File: src/rtl/dir_input_conditioner.sv
// Direction-button front end: synchronizes and debounces four raw buttons,
// then issues each accepted press as a single one-cycle move, one direction per cycle.
module dir_input_conditioner #(
  parameter int SYNC_STAGES     = 2,
  parameter int DEBOUNCE_CYCLES = 4,
  parameter int CNT_W           = $clog2(DEBOUNCE_CYCLES + 1)
) (
  input  logic       clock,
  input  logic       R,
  input  logic       n_raw,
  input  logic       s_raw,
  input  logic       e_raw,
  input  logic       w_raw,
  input  logic       game_over,
  output logic       n,
  output logic       s,
  output logic       e,
  output logic       w,
  output logic [3:0] pending
);

  localparam logic [CNT_W-1:0] CNT_LAST = CNT_W'(DEBOUNCE_CYCLES - 1);

  // Lane order everywhere is {n,s,e,w}: bit 3 = north ... bit 0 = west.
  logic [3:0]             w_btn_raw;
  logic [SYNC_STAGES-1:0] r_sync   [4];
  logic [CNT_W-1:0]       r_cnt    [4];
  logic [3:0]             r_stable;
  logic [3:0]             w_synced;
  logic [3:0]             w_accept;
  logic [3:0]             w_rise;
  logic [3:0]             w_grant;
  logic [3:0]             r_pending;
  logic [3:0]             r_move;

  assign w_btn_raw = {n_raw, s_raw, e_raw, w_raw};

  always_comb begin
    w_synced = '0;
    w_accept = '0;
    for (int i = 0; i < 4; i++) begin
      w_synced[i] = r_sync[i][SYNC_STAGES-1];
      w_accept[i] = (w_synced[i] != r_stable[i]) && (r_cnt[i] == CNT_LAST);
    end
  end

  // Only a debounced 0->1 transition counts as a press; releases are silent.
  assign w_rise = w_accept & w_synced;

  always_ff @(posedge clock or negedge R) begin
    if (!R) begin
      r_stable <= '0;
      for (int i = 0; i < 4; i++) begin
        r_sync[i] <= '0;
        r_cnt[i]  <= '0;
      end
    end else begin
      for (int i = 0; i < 4; i++) begin
        r_sync[i] <= {r_sync[i][SYNC_STAGES-2:0], w_btn_raw[i]};
        if (w_synced[i] == r_stable[i]) begin
          r_cnt[i] <= '0;
        end else if (w_accept[i]) begin
          r_stable[i] <= w_synced[i];
          r_cnt[i]    <= '0;
        end else begin
          r_cnt[i] <= r_cnt[i] + CNT_W'(1);
        end
      end
    end
  end

  // Fixed priority N > S > E > W over the pending set.
  always_comb begin
    w_grant = '0;
    if (r_pending[3])      w_grant = 4'b1000;
    else if (r_pending[2]) w_grant = 4'b0100;
    else if (r_pending[1]) w_grant = 4'b0010;
    else if (r_pending[0]) w_grant = 4'b0001;
  end

  // A rise on the same edge its direction is granted re-arms pending, so it is not lost.
  always_ff @(posedge clock or negedge R) begin
    if (!R) begin
      r_pending <= '0;
      r_move    <= '0;
    end else if (game_over) begin
      r_pending <= '0;
      r_move    <= '0;
    end else begin
      r_pending <= (r_pending & ~w_grant) | w_rise;
      r_move    <= w_grant;
    end
  end

  assign {n, s, e, w} = r_move;
  assign pending      = r_pending;

endmodule
File: config.mk
export PLATFORM = sky130hd
export DESIGN_NAME = dir_input_conditioner
export DESIGN_NICKNAME = d
export VERILOG_FILES = /design/src/rtl/dir_input_conditioner.sv
export SDC_FILE = /design/constraint.sdc
export NUM_CORES = 1
export LEC_CHECK = 0
export BUFFER_PORTS_ARGS = -buffer_cell sky130_fd_sc_hd__buf_2
export CORE_AREA = 2 2 58 60
export CTS_CLUSTER_SIZE = 20
export DETAILED_ROUTE_END_ITERATION = 7
export DIE_AREA = 0 0 60 62
export GPL_TIMING_DRIVEN = 0
export MAX_ROUTING_LAYER = met4
export PLACE_DENSITY = 0.55
export SYNTH_ARGS = -nofsm -noshare
export SYNTH_HDL_FRONTEND = slang
export SYNTH_SLANG_ARGS = --single-unit
File: constraint.sdc
create_clock -name clock -period 3.9 [get_ports clock]
set_clock_uncertainty 0.15 [all_clocks]
set_input_delay 0.585 -clock clock [delete_from_list [all_inputs] [get_ports clock]]
set_output_delay 0.585 -clock clock [all_outputs]
set_load 0.02 [all_outputs]
==> summary.md, run 1 <==
| Metric | Value |
|---|---|
| Hold Violations, Final | 0 |
| Psw | 0.211 mW |
| # rows | 21 |
| Post-Synthesis Cell Area | 1180 sq um |
| Max transition margin | 54.6% |
| Die width | 60 um |
| Worst path arrival time | 960 ps |
| Postcts setup bufs | 0 |
| Unrepaired setup endpoints after global routing | no |
| Crit end category | primary output |
| Core area | 3180 sq um |
| Tightest Pin Transition | 681 ps |
| Sequential element share of the synthesized area | 67.8% |
| Synthesis warning total | 0 |
| Crit Path Max Fanout | 6 |
| Share of the synthesized area in the top cell type | 67.8% |
| Pleak | 0.661 nW |
| Status | finished clean |
| # resized after CTS | 0 |
| Starting Density | 37.2% |
| Crit path kind | reg -> out |
| Global placement routability congestion | 0.720 |
| WL per Instance | 11.3 um |
| Flops & latches, synth | 32 |
| Dpl cells | 136 |
| Final setup violation count | 0 |
| Internal power | 0.655 mW |
| Top cells by area, synth | dfrtp_1 (68%), nor3b_1 (6.4%), nor2b_4 (4.7%) |
| Synth Instances | 76 |
| Max Cap Viol | 0 |
| First-pass GRT wire length | 2830 um |
| Cell Chain, Critical Path | buf_2 |
| Root buf cell | clkbuf_4 |
| WP data required | 3160 ps |
| Fin crit share | 43.5% |
| Mean Syn Cell Area | 15.5 sq um |
| Final wirelength | 1630 um |
| I/O Buffers | 14 |
| Layout cell share with drive strength beyond 1 | 30.6% |
| Setup TNS | 0 ps |
| Post-synthesis to final-layout area growth | 18.9% |
| Final std cells w/o fill | 144 |
| Total track usage | 11.6% |
| Worst min-delay path class | in -> async |
| Critical-path top delay cell | dfrtp_1 |
| Skew-Pair Late Insertion Delay | 320 ps |
| VDD IR max | 358 uV |
| CTS clk-pin slew, worst paths | 90 ps |
| Clock Power Share | 31.8% |
| Post-Syn Nets | 87 |
| H-tree Lvls | 2 |
| DRC Markers | 0 |
| DRT iter0 DRCs | 6 |
| TritonRoute pass-1 iters | 2 |
| Combinational Power Share | 18.5% |
| Nets | 108 |
| ANT cells | 0 |
| Crit path time final | 1700 ps |
| DP Area | 1310 sq um |
| Unique masters post-synth | 18 |
| Post-route design area | 1400 sq um |
| CTS tree | done |
| Die area | 3720 sq um |
| CP startpoint kind | flop |
| Total global routing overflow | 0 |
| Vias | 646 |
| Detailed Place HPWL | 1110 um |
| Initial antenna violation count | 0 |
| Largest net degree at the start of global routing | 33 |
| Post-route ant nets | 0 |
| Clock buffer depth | 2 |
| Sw frac | 24.3% |
| CP max stage delay | 440 ps |
| Max frequency | 0.589 GHz |
| Crit path max-delay family | flip-flops |
| Die Y | 62 um |
| PwrDens | 617 nW/um^2 |
| CTS Buf Count | 5 |
| Reg power frac | 49.7% |
| Filler instances | 302 |
| Largest area contributor in the netlist | dfrtp_1 |
| Final Max Tran Viols | 0 |
| Buf/Inv on CP | 1 |
| Hold-fix buffers at CTS | 0 |
| Avg Vias per Cell | 4.49 |
| I/O Pins | 15 |
| Vias in the first global route | 635 |
| CTS Sinks | 32 |
[layer usage]
| metal | up-vias | global-route usage, % | part of all wire [%] |
|---|---|---|---|
| met5 | - | - | 0 |
| li1 | 305 | - | - |
| met4 | 0 | 6.67 | 2.8 |
| met2 | 17 | 18.3 | 47 |
| met3 | 6 | 6.21 | 6.1 |
| met1 | 318 | 11.5 | 44 |
[cell usage after synthesis]
cell type  number
nor2_1          1
nor2b_4         4
nor4b_1         1
nand4bb_1       2
mux2_2          2
nor3b_1        10
mux2_4          2
dfrtp_1        32
nor3_1          5
a21oi_1         2
ha_1            4
nand2_1         1
and3_1          1
nor2b_1         2
o21ai_0         1
nand2b_1        1
xnor2_1         4
o2bb2ai_1       1
[cells by family after synthesis]
| kind of cell | share of synthesized area [%] |
|---|---|
| AOI/OAI and AO/OA | 2.01 |
| muxes | 4.45 |
| xor gates and xnor gates | 2.97 |
| and+or+nand+nor | 18.5 |
| adders and majority gates | 4.24 |
| DFF | 67.8 |
[final timing paths]
kind | from | end | depth (start not counted) | slack (ps)
worst min register to register | r_sync[4] | r_sync[5] | 0 | 210
worst min-delay path | R | r_sync[0] | 1 | 140
worst max-delay path | pending[2] | pending[2] | 1 | 2200
worst max register to register | r_cnt[6] | r_stable[1] | 3 | 2570
min in group clock | r_sync[4] | r_sync[5] | 0 | 210
max in group asynchronous | R | r_cnt[3] | 1 | 3010
[placed cells by master, fill, tap and decap left out, drive strengths merged]
cell type / Yosys / final
dfrtp: 32 / 32
buf: 0 / 14
nor3b: 10 / 10
clkbuf: 0 / 7
nor2b: 6 / 6
nor3: 5 / 5
xnor2: 4 / 4
ha: 4 / 4
mux2: 4 / 4
nand4bb: 2 / 2
a21oi: 2 / 2
nand2: 1 / 1
o21ai: 1 / 1
nand2b: 1 / 1
o2bb2ai: 1 / 1
nor4b: 1 / 1
nor2: 1 / 1
and3: 1 / 1
bufinv: 0 / 1
[power groups by stage]
stage | Clock, mW | Sequential, mW | Combinational, mW
floorplan | 0 | 0.431 | 0.127
CTS | 0.285 | 0.430 | 0.164
finish | 0.276 | 0.430 | 0.160
global placement | 0 | 0.433 | 0.154
detailed placement | 0 | 0.436 | 0.163
global route | 0.301 | 0.439 | 0.186
[cell type report]
class	instances	area, sq um	area share, %
sequential	32	801	57.0
multi-input combinational	44	380	27.1
timing repair buffer	14	70.1	4.99
clock buffer	7	65.1	4.63
clock inverter	1	30.0	2.14
tap	46	57.6	4.10
[sequential cells by signal, summed over array words and instances (netlist names)]
name and count:
r_cnt 12, pending 4, r_sync 8, r_stable 4, r_move 4
[metrics by stage]
stage	utilization [%]	total power, mW	hold WS, ps	worst slack [ps]
6_report	44.2	0.866	143	2200
5_1_grt	44.2	0.926	175	2110
3_3_place_gp	41.2	0.587	184	2560
4_1_cts	44.2	0.879	164	2180
2_1_floorplan	-	0.558	139	2640
3_5_place_dp	41.2	0.599	186	2550
Note: power is estimated with default switching activity, not from simulation.
==> run 2, diff against run 1 <==
--- a/config.mk
+++ b/config.mk
@@ -5,11 +5,12 @@
 export SDC_FILE = /design/constraint.sdc
 export NUM_CORES = 1
 export LEC_CHECK = 0
+export ABC_AREA = 1
 export BUFFER_PORTS_ARGS = -buffer_cell sky130_fd_sc_hd__buf_2
-export CORE_AREA = 2 2 58 60
+export CORE_AREA = 2 2 57 59
 export CTS_CLUSTER_SIZE = 20
 export DETAILED_ROUTE_END_ITERATION = 7
-export DIE_AREA = 0 0 60 62
+export DIE_AREA = 0 0 59 61
 export GPL_TIMING_DRIVEN = 0
 export MAX_ROUTING_LAYER = met4
 export PLACE_DENSITY = 0.55
==> constraint.sdc (replaced) <==
create_clock -name clock -period 1.8 [get_ports clock]
set_clock_uncertainty 0.15 [all_clocks]
set_input_delay 0.27 -clock clock [delete_from_list [all_inputs] [get_ports clock]]
set_output_delay 0.27 -clock clock [all_outputs]
set_load 0.02 [all_outputs]
==> summary.md, run 2 <==
| Metric | Value |
|---|---|
| Crit Path Max Fanout | 5 |
| Biggest regs | r_cnt x12, r_sync x8 |
| Status | finished clean |
| Mean Syn Cell Area | 11.1 sq um |
| Hold Violations, Final | 0 |
| Largest register FFs | 12 |
| Unrepaired setup endpoints after global routing | no |
| ANT cells | 0 |
| Setup slack after layout | 440 ps |
| Worst min-delay path class | reg -> reg |
| Global placement routability congestion | 0.697 |
| Most frequent cells in the layout | dfrtp_1 (32), nand2_1 (19), inv_1 (15) |
| Layout cell share with drive strength beyond 1 | 15.2% |
| Pleak | 0.737 nW |
| Core area | 2950 sq um |
| Avg Vias per Cell | 4.39 |
| Max Cap Viol | 0 |
| Clock buffer depth | 2 |
| CP startpoint kind | flop |
| Postcts setup bufs | 0 |
| Vias | 724 |
| Post-synthesis to final-layout area growth | 20.0% |
| Crit path kind | reg -> out |
| Unique masters post-synth | 11 |
| CTS Sinks | 32 |
| CTS tree | done |
| # resized after CTS | 0 |
| CTS clk-pin slew, worst paths | 90 ps |
| # rows | 20 |
| Post-synth EDFFs | 0 |
| Die area | 3600 sq um |
| WP data required | 1380 ps |
| Skew-Pair Late Insertion Delay | 320 ps |
| Reg2reg end | r_cnt[3] |
| Hold_sp | r_sync[6] |
| CP max stage delay | 430 ps |
| Most flops, register | r_cnt |
| DRT iter0 DRCs | 19 |
| Detailed Place HPWL | 1160 um |
| Reg2reg start | r_cnt[3] |
| Post-Syn Nets | 115 |
| Synth Flop Type | dfrtp_1 |
| Largest net degree at the start of global routing | 33 |
| Crit end category | primary output |
| Worst path arrival time | 940 ps |
| Nets | 142 |
| Top post-synthesis cells by count | dfrtp_1 (32), nand2_1 (19), inv_1 (15) |
| Share of the synthesized area in the top cell type | 69.6% |
| Post-route ant nets | 0 |
| Fin crit share | 75.6% |
| Buf/Inv on CP | 1 |
| Root buf cell | clkbuf_4 |
| Commonest non-fill, non-tap cell in the layout | dfrtp_1 |
| Critical-path top delay cell | dfrtp_1 |
| DRC Markers | 0 |
| Cell Chain, Critical Path | buf_2 |
| Final wirelength | 1670 um |
| Initial antenna violation count | 0 |
| Reg2Reg Setup Slack | 600 ps |
| Setup Slack @ Placement | 599 ps |
| VDD IR max | 581 uV |
| Total global routing overflow | 0 |
| Post-Synthesis Cell Area | 1150 sq um |
| I/O Pins | 15 |
| Max transition margin | 55.3% |
| Crit path max-delay family | flip-flops |
| Hold Crit Endpoint | r_sync[7] |
| Vias in the first global route | 700 |
| H-tree Lvls | 2 |
| Synthesis warning total | 0 |
| Crit path time final | 1360 ps |
| Most common cell in the netlist | dfrtp_1 |
| WL per Instance | 10.1 um |
| Depth of the worst register-to-register path | 4 |
| Final setup violation count | 0 |
| First-pass GRT wire length | 2950 um |
| PwrDens | 1200 nW/um^2 |
| I/O Buffers | 14 |
| Largest area contributor in the netlist | dfrtp_1 |
| Setup TNS | 0 ps |
| Final Max Tran Viols | 0 |
| WHS Path Cells | 0 |
| Synth Instances | 104 |
| Post-synth ARST share | 100% |
| Sequential element share of the synthesized area | 69.6% |
| Total track usage | 12.1% |
| Hold-fix buffers at CTS | 6 |
| TritonRoute pass-1 iters | 4 |
| Die width | 59 um |
| Die Y | 61 um |
| CTS Buf Count | 5 |
| Flops & latches, synth | 32 |
| Max frequency | 0.735 GHz |
| Top cells by area, synth | dfrtp_1 (70%), nand2_1 (6.2%), inv_1 (4.9%) |
| Tightest Pin Transition | 671 ps |
| Starting Density | 38.9% |
-- run 2: stage by stage --
stage,power [mW],hold slack [ps],instances,util [%],instance area [sq um]
3_5_place_dp,1.25,186,151,42.7,1260
4_1_cts,1.68,212,165,46.7,1380
6_report,1.66,208,165,46.7,1380
5_1_grt,1.81,226,165,46.7,1380
3_3_place_gp,1.23,182,151,42.7,1260
2_1_floorplan,1.17,-176,104,-,1150
-- run 2: routing by layer --
metal	GRT usage, %	wire [um]	vias to the layer above
li1	-	-	379
met1	14.1	786	329
met2	17.5	773	13
met3	4.48	78	3
met4	7.79	28	0
met5	-	0	-
-- run 2: area by class of cell --
type / count / area (sq um)
Sequential cell: 32 / 801
Inverter: 15 / 56.3
Tap cell: 33 / 41.3
Multi-Input combinational cell: 57 / 293
Fill cell: 280 / 1570
Timing Repair Buffer: 20 / 130
Clock buffer: 8 / 58.8
-- run 2: worst max-delay path by stage --
stage	slack (ps)	end	cells past startpoint	from
floorplan	700	pending[1]	5	r_cnt[6]
global placement	630	pending[1]	5	r_cnt[6]
CTS	420	pending[3]	1	pending[3]
detailed placement	600	pending[1]	5	r_cnt[6]
finish	440	pending[3]	1	pending[3]
global route	380	pending[3]	1	pending[3]
-- run 2: power breakdown --
part / total [mW] / leakage (nW) / switching (mW) / internal, mW
registers: 0.923 / 0.414 / 0.0775 / 0.845
clock network: 0.415 / 0.0326 / 0.222 / 0.193
logic: 0.319 / 0.290 / 0.176 / 0.143
-- run 2: logic make-up after synthesis --
| group | count (synthesis) | synth area share (%) |
|---|---|---|
| XOR/XNOR | 4 | 3.05 |
| buffers and inverters | 15 | 4.90 |
| AO/OA/AOI/OAI | 6 | 2.61 |
| flip-flops | 32 | 69.6 |
| adder cells (fa/ha/maj) | 4 | 4.35 |
| AND/OR/NAND/NOR | 43 | 15.5 |
==> run 3, diff against run 2 <==
==> constraint.sdc (replaced) <==
create_clock -name clock -period 1.3 [get_ports clock]
set_clock_uncertainty 0.15 [all_clocks]
set_input_delay 0.195 -clock clock [delete_from_list [all_inputs] [get_ports clock]]
set_output_delay 0.195 -clock clock [all_outputs]
set_load 0.02 [all_outputs]
==> summary.md, run 3 (synthesis results as in run 2) <==
| Metric | Value |
|---|---|
| Layout cell share with drive strength beyond 1 | 18.5% |
| Most flops, register | r_cnt |
| Critical-path top delay cell | dfrtp_1 |
| Crit path time final | 1250 ps |
| Reg power frac | 55.3% |
| Hold Violations, Final | 0 |
| ANT cells | 0 |
| Global placement routability congestion | 0.697 |
| I/O Pins | 15 |
| Filler instances | 276 |
| Clock Power Share | 25.0% |
| Post-route ant nets | 0 |
| Detailed Place HPWL | 1160 um |
| Dpl cells | 151 |
| Crit path kind | reg -> out |
| Vias in the first global route | 701 |
| Total global routing overflow | 0 |
| Die width | 59 um |
| DRC Markers | 0 |
| TritonRoute pass-1 iters | 4 |
| Combinational Power Share | 19.7% |
| Unrepaired setup endpoints after global routing | no |
| Final wirelength | 1700 um |
| Avg Vias per Cell | 4.38 |
| Clock buffer depth | 2 |
| Psw | 0.666 mW |
| Initial antenna violation count | 0 |
| First-pass GRT wire length | 2950 um |
| Biggest regs | r_cnt x12, r_sync x8 |
| H-tree Lvls | 2 |
| VDD IR max | 811 uV |
| Final setup violation count | 0 |
| Pleak | 0.754 nW |
| Most frequent cells in the layout | dfrtp_1 (32), nand2_1 (17), inv_1 (15) |
| Setup TNS | 0 ps |
| Internal power | 1.64 mW |
| Crit end category | primary output |
| CTS tree | done |
| Max Cap Viol | 0 |
| WP data required | 950 ps |
| PwrDens | 1640 nW/um^2 |
| Sw frac | 28.8% |
| CTS clk-pin slew, worst paths | 90 ps |
| Cell Chain, Critical Path | buf_2 |
| Worst path arrival time | 900 ps |
| Final std cells w/o fill | 168 |
| Largest net degree at the start of global routing | 33 |
| Vias | 736 |
| # rows | 20 |
| CP max stage delay | 410 ps |
| Die area | 3600 sq um |
| Buf/Inv on CP | 1 |
| Status | finished clean |
| Max transition margin | 55.3% |
| WL per Instance | 10.1 um |
| Skew-Pair Late Insertion Delay | 320 ps |
| Post-synthesis to final-layout area growth | 22.4% |
| I/O Buffers | 14 |
| Die Y | 61 um |
| Largest register FFs | 12 |
| CTS Sinks | 32 |
| Max frequency | 0.800 GHz |
| CP startpoint kind | flop |
| DRT iter0 DRCs | 20 |
| Core area | 2950 sq um |
| Crit path max-delay family | flip-flops |
| Worst min-delay path class | reg -> reg |
| Root buf cell | clkbuf_4 |
| Total track usage | 12.1% |
| Starting Density | 38.9% |
| Nets | 145 |
| Crit Path Max Fanout | 3 |
| Commonest non-fill, non-tap cell in the layout | dfrtp_1 |
| CTS Buf Count | 5 |
| Final Max Tran Viols | 0 |
| Tightest Pin Transition | 670 ps |
| Fin crit share | 96.1% |
-- run 3: area by class of cell --
type	instances	area, sq um	area share (%)
tap	33	41.3	2.93
multi-input combinational	57	298	21.2
sequential	32	801	56.9
timing repair buffer	23	153	10.8
inverter	15	56.3	4.00
clock buffer	8	58.8	4.18
-- run 3: routing by layer --
layer	part of all wire [%]	global-route usage, %
met1	46	14.1
met2	47	17.5
met3	4.8	4.48
met4	1.6	7.79
met5	0	-
-- run 3: metrics by stage --
step                      instance area, sq um  utilization [%]  hold slack, ps  worst slack (ps)  power [mW]
after global placement                    1260             42.7             123               128        1.71
after CTS                                 1390             47.0             212              5.07        2.33
after global routing                      1410             47.7             226              7.20        2.51
after detailed placement                  1260             42.7             124              99.4        1.73
after floorplan                           1150                -            -251               196        1.62
final                                     1410             47.7             208              50.1        2.31
-- run 3: power by group through the flow --
stage          sequential (mW)  clock (mW)  combinational [mW]
2_1_floorplan             1.29           0               0.329
3_3_place_gp              1.29           0               0.419
3_5_place_dp              1.30           0               0.430
4_1_cts                   1.28       0.593               0.453
5_1_grt                   1.30       0.649               0.562
6_report                  1.28       0.576               0.455
-- run 3: what timing repair did --
item	CTS	global route
setup buffers	1	2
hold buffers	6	0
endpoints found under the hold margin	40	0
endpoints found under the setup margin	1	3
gates resized for setup	0	2
-- run 3: worst paths after layout --
kind,startpoint,endpoint,slack [ps],cells past startpoint
max reg2reg,r_cnt[6],pending[1],120,5
max in group asynchronous,R,r_sync[3],280,2
max,pending[1],pending[1],50,1
min reg2reg,r_sync[6],r_sync[7],210,0
min in group asynchronous,R,r_cnt[8],290,2
min,r_sync[6],r_sync[7],210,0
